===== src/rtl/exc_ctrl_pkg.sv =====
// exc_ctrl_pkg -- shared constants for the exception controller.
//   ExcCode values, mem_exc bit indices, exception vector addresses,
//   FSM state encoding and the bad-address source select.
package exc_ctrl_pkg;

  // ExcCode values reported to cp0
  localparam logic [4:0] EXC_INT  = 5'd0;
  localparam logic [4:0] EXC_ADEL = 5'd4;
  localparam logic [4:0] EXC_ADES = 5'd5;
  localparam logic [4:0] EXC_SYS  = 5'd8;
  localparam logic [4:0] EXC_BP   = 5'd9;
  localparam logic [4:0] EXC_RI   = 5'd10;
  localparam logic [4:0] EXC_OV   = 5'd12;

  // mem_exc bit positions
  localparam int B_FETCH_ADEL = 0;
  localparam int B_RI         = 1;
  localparam int B_OV         = 2;
  localparam int B_SYS        = 3;
  localparam int B_BP         = 4;
  localparam int B_DATA_ADEL  = 5;
  localparam int B_DATA_ADES  = 6;
  localparam int B_ERET       = 7;

  // exception vectors (Status.BEV selects boot vs. normal)
  localparam logic [31:0] VEC_BEV  = 32'hBFC0_0380;
  localparam logic [31:0] VEC_NORM = 32'h8000_0180;

  typedef enum logic [1:0] {
    S_IDLE     = 2'd0,
    S_FLUSH    = 2'd1,
    S_REDIRECT = 2'd2
  } state_e;

  // where BadVAddr comes from
  typedef enum logic [1:0] {
    BV_ZERO  = 2'd0,
    BV_PC    = 2'd1,
    BV_DADDR = 2'd2
  } bv_sel_e;

endpackage


===== src/rtl/exc_ctrl_if.sv =====
// exc_ctrl_if -- MEM-stage, cp0 and fetch-redirect signals of exc_ctrl.
//   slave  : exc_ctrl side (consumes MEM/cp0 state, produces cp0 update,
//            pipeline control and the fetch redirect)
//   master : pipeline / cp0 / fetch side
interface exc_ctrl_if;
  logic        mem_valid;
  logic [31:0] mem_pc;
  logic        mem_bd;
  logic [7:0]  mem_exc;
  logic [31:0] mem_daddr;
  logic        int_response;
  logic        status_bev;
  logic [31:0] epc_in;
  logic        redirect_ready;

  logic        mem_cancel;
  logic        exc_valid;
  logic [4:0]  exc_excode;
  logic        exc_bd;
  logic [31:0] exc_epc;
  logic [31:0] exc_badvaddr;
  logic        exc_eret;
  logic        flush;
  logic        stall;
  logic        redirect_valid;
  logic [31:0] redirect_pc;

  modport slave (
    input  mem_valid, mem_pc, mem_bd, mem_exc, mem_daddr, int_response,
           status_bev, epc_in, redirect_ready,
    output mem_cancel, exc_valid, exc_excode, exc_bd, exc_epc, exc_badvaddr,
           exc_eret, flush, stall, redirect_valid, redirect_pc
  );

  modport master (
    output mem_valid, mem_pc, mem_bd, mem_exc, mem_daddr, int_response,
           status_bev, epc_in, redirect_ready,
    input  mem_cancel, exc_valid, exc_excode, exc_bd, exc_epc, exc_badvaddr,
           exc_eret, flush, stall, redirect_valid, redirect_pc
  );
endinterface


===== src/rtl/exc_ctrl_prio.sv =====
// exc_prio -- combinational exception priority encoder.
//   in : int_req (pending interrupt), mem_exc[7:0] (MEM-stage flags)
//   out: excode (winning ExcCode), bv_sel (BadVAddr source),
//        is_eret (ERET with nothing of higher priority -> commits)
module exc_prio
  import exc_ctrl_pkg::*;
(
  input  logic       int_req,
  input  logic [7:0] mem_exc,
  output logic [4:0] excode,
  output bv_sel_e    bv_sel,
  output logic       is_eret
);

  always_comb begin
    excode  = EXC_INT;
    bv_sel  = BV_ZERO;
    is_eret = 1'b0;
    if (int_req)                   excode = EXC_INT;
    else if (mem_exc[B_FETCH_ADEL]) begin
      excode = EXC_ADEL;
      bv_sel = BV_PC;
    end
    else if (mem_exc[B_RI])        excode = EXC_RI;
    else if (mem_exc[B_OV])        excode = EXC_OV;
    else if (mem_exc[B_SYS])       excode = EXC_SYS;
    else if (mem_exc[B_BP])        excode = EXC_BP;
    else if (mem_exc[B_DATA_ADEL]) begin
      excode = EXC_ADEL;
      bv_sel = BV_DADDR;
    end
    else if (mem_exc[B_DATA_ADES]) begin
      excode = EXC_ADES;
      bv_sel = BV_DADDR;
    end
    else if (mem_exc[B_ERET])      is_eret = 1'b1;
  end

endmodule


===== src/rtl/exc_ctrl.sv =====
// exc_ctrl -- precise exception / ERET controller at the MEM (commit) stage.
//   clk, reset (async, active high)
//   timer_int  : extra interrupt source, present only with EXC_TIMER_INT_EN
//   bus        : exc_ctrl_if.slave (MEM stage, cp0, fetch redirect)
// Sequence: trigger in IDLE -> FLUSH (exc_valid/flush one cycle) ->
// REDIRECT (hold redirect_valid/redirect_pc until redirect_ready) -> IDLE.
module exc_ctrl
  import exc_ctrl_pkg::*;
(
  input  logic      clk,
  input  logic      reset,
`ifdef EXC_TIMER_INT_EN
  input  logic      timer_int,
`endif
  exc_ctrl_if.slave bus
);

  state_e      state_q, state_d;
  logic        int_req, trigger;
  logic [4:0]  excode;
  bv_sel_e     bv_sel;
  logic        is_eret;
  logic [31:0] badvaddr;

  logic [4:0]  excode_q;
  logic        bd_q, eret_q;
  logic [31:0] epc_q, badvaddr_q, rpc_q;
  logic        exc_valid_c, flush_c, stall_c, rv_c;

`ifdef EXC_TIMER_INT_EN
  assign int_req = bus.int_response | timer_int;
`else
  assign int_req = bus.int_response;
`endif

  exc_prio u_prio (
    .int_req (int_req),
    .mem_exc (bus.mem_exc),
    .excode  (excode),
    .bv_sel  (bv_sel),
    .is_eret (is_eret)
  );

  // Only IDLE accepts a trigger; while flushing, MEM holds a dying instruction.
  assign trigger        = (state_q == S_IDLE) && bus.mem_valid &&
                          ((|bus.mem_exc) || int_req);
  // ERET commits normally; everything else is killed in MEM.
  assign bus.mem_cancel = trigger && !is_eret;

  always_comb begin
    case (bv_sel)
      BV_PC:    badvaddr = bus.mem_pc;
      BV_DADDR: badvaddr = bus.mem_daddr;
      default:  badvaddr = 32'd0;
    endcase
  end

  always_ff @(posedge clk or posedge reset) begin
    if (reset) begin
      state_q    <= S_IDLE;
      excode_q   <= 5'd0;
      bd_q       <= 1'b0;
      eret_q     <= 1'b0;
      epc_q      <= 32'd0;
      badvaddr_q <= 32'd0;
      rpc_q      <= 32'd0;
    end else begin
      state_q <= state_d;
      if (trigger) begin
        excode_q   <= is_eret ? EXC_INT : excode;
        bd_q       <= bus.mem_bd;
        eret_q     <= is_eret;
        epc_q      <= bus.mem_bd ? bus.mem_pc - 32'd4 : bus.mem_pc;
        badvaddr_q <= badvaddr;
        // captured here so the redirect target stays stable even if cp0 moves
        rpc_q      <= is_eret ? bus.epc_in :
                      (bus.status_bev ? VEC_BEV : VEC_NORM);
      end
    end
  end

  always_comb begin
    state_d     = state_q;
    exc_valid_c = 1'b0;
    flush_c     = 1'b0;
    stall_c     = 1'b1;
    rv_c        = 1'b0;
    case (state_q)
      S_IDLE: begin
        stall_c = 1'b0;
        if (trigger) state_d = S_FLUSH;
      end
      S_FLUSH: begin
        exc_valid_c = 1'b1;
        flush_c     = 1'b1;
        state_d     = S_REDIRECT;
      end
      S_REDIRECT: begin
        rv_c = 1'b1;
        if (bus.redirect_ready) state_d = S_IDLE;
      end
      default: state_d = S_IDLE;
    endcase
  end

  // All of these derive from registers only (state_q or capture regs).
  assign bus.exc_valid      = exc_valid_c;
  assign bus.flush          = flush_c;
  assign bus.stall          = stall_c;
  assign bus.redirect_valid = rv_c;
  assign bus.redirect_pc    = rpc_q;
  assign bus.exc_excode     = excode_q;
  assign bus.exc_bd         = bd_q;
  assign bus.exc_eret       = eret_q;
  assign bus.exc_epc        = epc_q;
  assign bus.exc_badvaddr   = badvaddr_q;

endmodule


===== src/flat_wrapper.sv =====
// flat-port wrapper written by rule: the top's interface ports become plain ports
module exc_ctrl_flat import exc_ctrl_pkg::*;
  (clk, reset, bus_mem_valid, bus_mem_pc, bus_mem_bd, bus_mem_exc, bus_mem_daddr, bus_int_response, bus_status_bev, bus_epc_in, bus_redirect_ready, bus_mem_cancel, bus_exc_valid, bus_exc_excode, bus_exc_bd, bus_exc_epc, bus_exc_badvaddr, bus_exc_eret, bus_flush, bus_stall, bus_redirect_valid, bus_redirect_pc);
  exc_ctrl_if bus_i ();
  input  logic clk;
  input  logic reset;
  input wire logic [$bits(bus_i.mem_valid)-1:0] bus_mem_valid;
  input wire logic [$bits(bus_i.mem_pc)-1:0] bus_mem_pc;
  input wire logic [$bits(bus_i.mem_bd)-1:0] bus_mem_bd;
  input wire logic [$bits(bus_i.mem_exc)-1:0] bus_mem_exc;
  input wire logic [$bits(bus_i.mem_daddr)-1:0] bus_mem_daddr;
  input wire logic [$bits(bus_i.int_response)-1:0] bus_int_response;
  input wire logic [$bits(bus_i.status_bev)-1:0] bus_status_bev;
  input wire logic [$bits(bus_i.epc_in)-1:0] bus_epc_in;
  input wire logic [$bits(bus_i.redirect_ready)-1:0] bus_redirect_ready;
  output wire logic [$bits(bus_i.mem_cancel)-1:0] bus_mem_cancel;
  output wire logic [$bits(bus_i.exc_valid)-1:0] bus_exc_valid;
  output wire logic [$bits(bus_i.exc_excode)-1:0] bus_exc_excode;
  output wire logic [$bits(bus_i.exc_bd)-1:0] bus_exc_bd;
  output wire logic [$bits(bus_i.exc_epc)-1:0] bus_exc_epc;
  output wire logic [$bits(bus_i.exc_badvaddr)-1:0] bus_exc_badvaddr;
  output wire logic [$bits(bus_i.exc_eret)-1:0] bus_exc_eret;
  output wire logic [$bits(bus_i.flush)-1:0] bus_flush;
  output wire logic [$bits(bus_i.stall)-1:0] bus_stall;
  output wire logic [$bits(bus_i.redirect_valid)-1:0] bus_redirect_valid;
  output wire logic [$bits(bus_i.redirect_pc)-1:0] bus_redirect_pc;
  assign bus_i.mem_valid = bus_mem_valid;
  assign bus_i.mem_pc = bus_mem_pc;
  assign bus_i.mem_bd = bus_mem_bd;
  assign bus_i.mem_exc = bus_mem_exc;
  assign bus_i.mem_daddr = bus_mem_daddr;
  assign bus_i.int_response = bus_int_response;
  assign bus_i.status_bev = bus_status_bev;
  assign bus_i.epc_in = bus_epc_in;
  assign bus_i.redirect_ready = bus_redirect_ready;
  assign bus_mem_cancel = bus_i.mem_cancel;
  assign bus_exc_valid = bus_i.exc_valid;
  assign bus_exc_excode = bus_i.exc_excode;
  assign bus_exc_bd = bus_i.exc_bd;
  assign bus_exc_epc = bus_i.exc_epc;
  assign bus_exc_badvaddr = bus_i.exc_badvaddr;
  assign bus_exc_eret = bus_i.exc_eret;
  assign bus_flush = bus_i.flush;
  assign bus_stall = bus_i.stall;
  assign bus_redirect_valid = bus_i.redirect_valid;
  assign bus_redirect_pc = bus_i.redirect_pc;
  exc_ctrl u_core (.clk(clk), .reset(reset), .bus(bus_i));
endmodule

===== config.mk =====
export PLATFORM = sky130hd
export DESIGN_NAME = exc_ctrl_flat
export DESIGN_NICKNAME = d
export VERILOG_FILES = /design/src/rtl/exc_ctrl_pkg.sv /design/src/rtl/exc_ctrl_if.sv /design/src/rtl/exc_ctrl_prio.sv /design/src/rtl/exc_ctrl.sv /design/src/flat_wrapper.sv
export SDC_FILE = /design/constraint.sdc
export NUM_CORES = 1
export LEC_CHECK = 0
export BUFFER_PORTS_ARGS = -buffer_cell sky130_fd_sc_hd__buf_2
export CORE_AREA = 3 3 132 122
export CTS_CLUSTER_SIZE = 28
export DETAILED_ROUTE_END_ITERATION = 8
export DIE_AREA = 0 0 135 125
export MAX_ROUTING_LAYER = met4
export PLACE_DENSITY = 0.65
export SLEW_MARGIN = 5
export SYNTH_ARGS = -nofsm -noshare
export SYNTH_HDL_FRONTEND = slang
export SYNTH_HIERARCHICAL = 1
export SYNTH_SLANG_ARGS = --single-unit

===== constraint.sdc =====
create_clock -name clk -period 4.95 [get_ports clk]
set_input_delay 1.2375 -clock clk [delete_from_list [all_inputs] [get_ports clk]]
set_output_delay 1.2375 -clock clk [all_outputs]
set_load 0.1 [all_outputs]

Word-level counts from Yosys, hierarchy flattened
Cells that the tools add are included.

word-level totals
  register bits = 105
  bits in latches = 0
  memory bits (writable) = 0
  ROM bits = 0
  bits of input ports = 111
  memories kept = 0

operators by class
  add/sub/neg operators = 1
  multiply operators = 0
  div/mod/pow operators = 0
  order comparisons = 0
  equal/unequal tests = 6
  shifts and indexed selects = 0
  mux-type cells = 36
  bitwise gates (word level) = 0
  reductions and logical operators = 8

operator list
  operator                                              count
  two-way mux 32 bit                                    2
  case mux 32 bit (2 select lines)                      1
  subtractor 32 x 3 -> 32 bit (second input constant)   1
  two-way mux 30 bit                                    1
  two-way mux 4 bit                                     7
  two-way mux 2 bit                                     10
  two-way mux 1 bit                                     12
  OR reduction 8 bit                                    1
  two-way mux 3 bit                                     2
  case mux 2 bit (3 select lines)                       1
  equality test 2 x 1 -> 1 bit (second input constant)  2
  equality test 2 bit (second input constant)           2
  logical AND 1 bit                                     3
  logical NOT 2 bit                                     1
  != test 2 x 1 -> 1 bit (second input constant)        1
  != test 2 bit (second input constant)                 1
  AND reduction 2 bit                                   1
  logical NOT 1 bit                                     1
  logical OR 1 bit                                      1

Longest topological paths before layout
  depth in word-level cells = 11
  gate-level depth with buffers = 8

Cells and area by module
Netlist, hierarchy kept.

modules (own cells, without submodules)
  module    instances  cells each  area an instance (µm²)
  exc_ctrl  1          538         5043.6
  exc_prio  1          21          105.1

Least setup slack after synthesis
Ideal clock, no wire load.

  kind = input to output
  start = in bus_mem_valid
  end = out bus_mem_cancel
  data arrival time = 3268 ps
  data required time = 3713 ps
  slack = 444 ps
  stages on the path = 5
  buffers on the path = 2
  path through = nor3b_1 -> o31ai_4 -> buf_2 -> buf_2 -> nor2_1

between the ends
  word-level cells in the longest chain between the ends = 3

ends and longest elaborated chain
  what                             RTL line            text
  start, declared                  flat_wrapper.sv:7   input wire logic [$bits(bus_i.mem_valid)-1:0] bus_mem_valid;
  logical AND 1 bit (2 in series)  exc_ctrl.sv:45      assign trigger = (state_q == S_IDLE) && bus.mem_valid &&
  logical AND 1 bit                exc_ctrl.sv:48      assign bus.mem_cancel = trigger && !is_eret;
  end, declared                    flat_wrapper.sv:16  output wire logic [$bits(bus_i.mem_cancel)-1:0] bus_mem_cancel;

Every way passes these cells.

Worst setup path in the final report
  start = in bus_mem_exc[4]
  end = out bus_mem_cancel

between the ends
  word-level cells in the longest chain between the ends = 8

ends and longest elaborated chain
  what                   RTL line             text
  start, declared        flat_wrapper.sv:10   input wire logic [$bits(bus_i.mem_exc)-1:0] bus_mem_exc;
  two-way mux 1 bit      exc_ctrl_prio.sv:27  else if (mem_exc[B_BP]) excode = EXC_BP;
  two-way mux 1 bit      exc_ctrl_prio.sv:26  else if (mem_exc[B_SYS]) excode = EXC_SYS;
  two-way mux 1 bit      exc_ctrl_prio.sv:25  else if (mem_exc[B_OV]) excode = EXC_OV;
  two-way mux 1 bit      exc_ctrl_prio.sv:24  else if (mem_exc[B_RI]) excode = EXC_RI;
  two-way mux 1 bit      exc_ctrl_prio.sv:20  else if (mem_exc[B_FETCH_ADEL]) begin
  two-way mux 1 bit      exc_ctrl_prio.sv:19  if (int_req) excode = EXC_INT;
  logical NOT 1 bit      exc_ctrl.sv:48
  logical AND 1 bit (*)  exc_ctrl.sv:48

Every way passes the cells marked *; elsewhere a longest branch is shown, timed or not.

==> results.sh <==
export IMPL_area_delta_synth_final_pct=30.04
export IMPL_fin_crit_sh=0.7716
export IMPL_seq_area_frac_synth=0.5103
export IMPL_synthesis_area_sq_um=5149
export IMPL_wl_per_cell_microns=15.28
export IMPL_reg2reg_depth=5
export IMPL_gr_usage_all_layers=0.1789
export IMPL_die_h_microns=125
export IMPL_preCtsSetupSlack_ps=1071
export IMPL_worstPathCellList="buf_2 > or4_1 > o31ai_4 > nor2_1 > buf_2"
export IMPL_ys_top_cells_by_area="dfrtp_1 (51%), nand2_1 (9.1%), o31ai_1 (6.4%)"
export IMPL_routed_wl_mm=14.61
export IMPL_io_buffers=218
export IMPL_fin_setup_tns_ps=0
export IMPL_synthArstFlopShare=1.000
export IMPL_hold_slack_ps=460.4
export IMPL_hold_viol=0
export IMPL_cts_tree="done"
export IMPL_holdBufCountCts=0
export IMPL_synth_largest_area_cell="dfrtp_1"
export IMPL_seq_power_share=0.272
export IMPL_drv_slew=0
export IMPL_clock_latency_ps=340
export IMPL_mostFrequentLayoutCell="buf_2"
export IMPL_fin_skew_ps=4.663
export IMPL_hold_path_class="reg -> reg"
export IMPL_rows=42
export IMPL_synthCells=559
export IMPL_grt_max_degree=89
export IMPL_avgSynthCellArea_sq_um=9.211
export IMPL_cap_violations=0
export IMPL_antenna_found_initial=0
export IMPL_ctsHtreeMaxLevel=3
export IMPL_overflow=0
export IMPL_critPathMaxStageDelay_ps=570
export IMPL_rr_endpoint="u_core/bus.exc_epc[22]"
export IMPL_min_to="u_core/bus.redirect_pc[19]"
export IMPL_rsz0062_at_grt="false"
export IMPL_critPathBufInv=2
export IMPL_vias_per_cell=4.976
export IMPL_status="finished, final reports clean"
export IMPL_fin_crit_ps=3820
export IMPL_crit_path_start_kind="primary input"
export IMPL_cts_made_buffers=9
export IMPL_cp_end_kind="output pin"
export IMPL_post_cts_resized=0
export IMPL_worstHoldPathCells=2
export IMPL_p_leak_nw=3.282
export IMPL_grt_pass1_vias=4569
export IMPL_crit_path_max_fanout=4
export IMPL_peakVddDrop_v=0.0004218
export IMPL_fin_ws_ps=1130
export IMPL_place_hpwl_mm=10.54
export IMPL_route_vias_total=4757
export IMPL_grt_pass1_wl_mm=23.85
export IMPL_ys_warn_count=6
export IMPL_worstMarginPinSlew_ps=1136
export IMPL_relSlewSlack=0.2413
export IMPL_nNetsFinal=867
export IMPL_fp_coreArea_sq_um=14660
export IMPL_cts_setup_buffers=0
export IMPL_fmax_mhz=261.8
export IMPL_crit_arrival_ps=2580
export IMPL_die_w_microns=135
export IMPL_num_antenna_cells=0
export IMPL_clock_sinks=105
export IMPL_required_ps=3710
export IMPL_synth_cell_types=45
export IMPL_start_util=0.3512
export IMPL_ant_nets=0
export IMPL_p_clk_frac=0.179
export IMPL_synth_top_area_share=0.5103
export IMPL_p_sw_w=0.002465
export IMPL_hp_start="u_core/bus.redirect_pc[19]"
export IMPL_crit_family="simple AND/OR/NAND/NOR gates"
export IMPL_synth_main_ff_cell="dfrtp_1"
export IMPL_critPathKind="in -> out"
export IMPL_first_pass_iters=4
export IMPL_r2r_start="u_core/state_q[0]"
export IMPL_internal_power_w=0.001848
export IMPL_synth_edf_count=0
export IMPL_clockBufferDepth=2
export IMPL_p_per_area_nw_per_um2=644.2
export IMPL_pin_count=219
export IMPL_drive_gt1_frac=0.3377
export IMPL_num_fill_cells=1409
export IMPL_gp_congestion=0.7890
export IMPL_layout_common_cells="buf_2 (218), nand2_1 (125), dfrtp_1 (105), o31ai_1 (44)"
export IMPL_die_area_sq_um=16880
export IMPL_remaining_drc_errors=0
export IMPL_p_comb_frac=0.549
export IMPL_switching_share=0.5715
export IMPL_syn_num_nets=673
export IMPL_reg2reg_slack_ps=2450
export IMPL_crit_top_cell="buf_2"
export IMPL_power_w=0.004313
export IMPL_setup_viol=0
export IMPL_slowest_stage="or4_1"
export IMPL_clkSlewWorstSetupHoldPaths_ps=70
export IMPL_synth_ff_latch_count=105
export IMPL_cts_root_buf="clkbuf_16"
export IMPL_drtIter0Drc=195
==> layout make-up <==
cell class | count | area [sq um] | area share
Clock buffer | 14 | 264.0 | 0.03943
Clock inverter | 2 | 60.06 | 0.008970
Inverter | 12 | 47.55 | 0.007101
Multi-Input combinational cell | 399 | 2285 | 0.3412
Sequential cell | 105 | 2628 | 0.3925
Tap cell | 198 | 247.7 | 0.03700
Timing Repair Buffer | 226 | 1164 | 0.1738
==> layer usage <==
metal	routed length, microns	part of all wire	track usage
met1	6647	0.46	0.2400
met2	6687	0.46	0.2721
met3	1106	0.076	0.05060
met4	163	0.011	0.03912
met5	0	0	-
==> Yosys cell counts, types with 11 or more instances <==
| cell | instances |
|---|---|
| nor2_1 | 33 |
| nand2_1 | 125 |
| nand3_1 | 28 |
| o31ai_1 | 44 |
| o21ai_0 | 27 |
| inv_1 | 11 |
| or4_1 | 11 |
| dfrtp_1 | 105 |
| a31oi_1 | 18 |
| clkbuf_1 | 19 |
| buf_2 | 19 |
| a21oi_1 | 13 |
| a22oi_1 | 32 |
==> worst max-delay path by stage <==
stage | endpoint | startpoint | slack (ps) | cells after the start
2_1_floorplan | bus_mem_cancel | bus_mem_valid | 440 | 5
3_3_place_gp | u_core/bus.exc_epc[13] | bus_mem_exc[4] | 1120 | 6
3_5_place_dp | u_core/bus.exc_epc[11] | bus_mem_exc[4] | 1070 | 6
4_1_cts | bus_mem_cancel | bus_mem_exc[4] | 1120 | 5
5_1_grt | bus_mem_cancel | bus_mem_exc[4] | 1040 | 5
6_report | bus_mem_cancel | bus_mem_exc[4] | 1130 | 5
==> cells by family after synthesis <==
family	synth area share
xor gates and xnor gates	0.02041
adders and majority gates	0.007291
and+or+nand+nor	0.2309
DFF	0.5103
other	0.0007283
buffers and inverters	0.04641
AOI/OAI and AO/OA	0.1840
==> through the flow <==
step / util / instance area [sq um] / std cells
finish: 0.4566 / 6695 / 956
global route: 0.4566 / 6695 / 956
CTS: 0.4566 / 6695 / 956
detailed placement: 0.4345 / 6371 / 940
global placement: 0.4345 / 6371 / 940
floorplan: - / 5149 / 559
==> worst reg2reg max path, delay by kind of cell, from the launching register on <==
family / cells / cell delay (ps)
AOI/OAI and AO/OA: 3 / 630
buffers and inverters: 1 / 850
DFF: 1 / 400
and+or+nand+nor: 1 / 520
==> state kept, by name, indices dropped and copies added (netlist names) <==
signal	flops
u_core/bus.exc_badvaddr	32
u_core/bus.exc_bd	1
u_core/bus.exc_epc	32
u_core/bus.exc_eret	1
u_core/bus.exc_excode	5
u_core/bus.redirect_pc	32
u_core/state_q	2
==> power by group through the flow <==
stage / Sequential (W) / Clock, W / Combinational [W]
floorplan: 0.00266 / 0 / 0.000502
global route: 0.00120 / 0.000834 / 0.00247
finish: 0.00117 / 0.000773 / 0.00237
detailed placement: 0.00119 / 0 / 0.00239
global placement: 0.00118 / 0 / 0.00238
CTS: 0.00118 / 0.000799 / 0.00239
(Power assumes the default switching activity.)
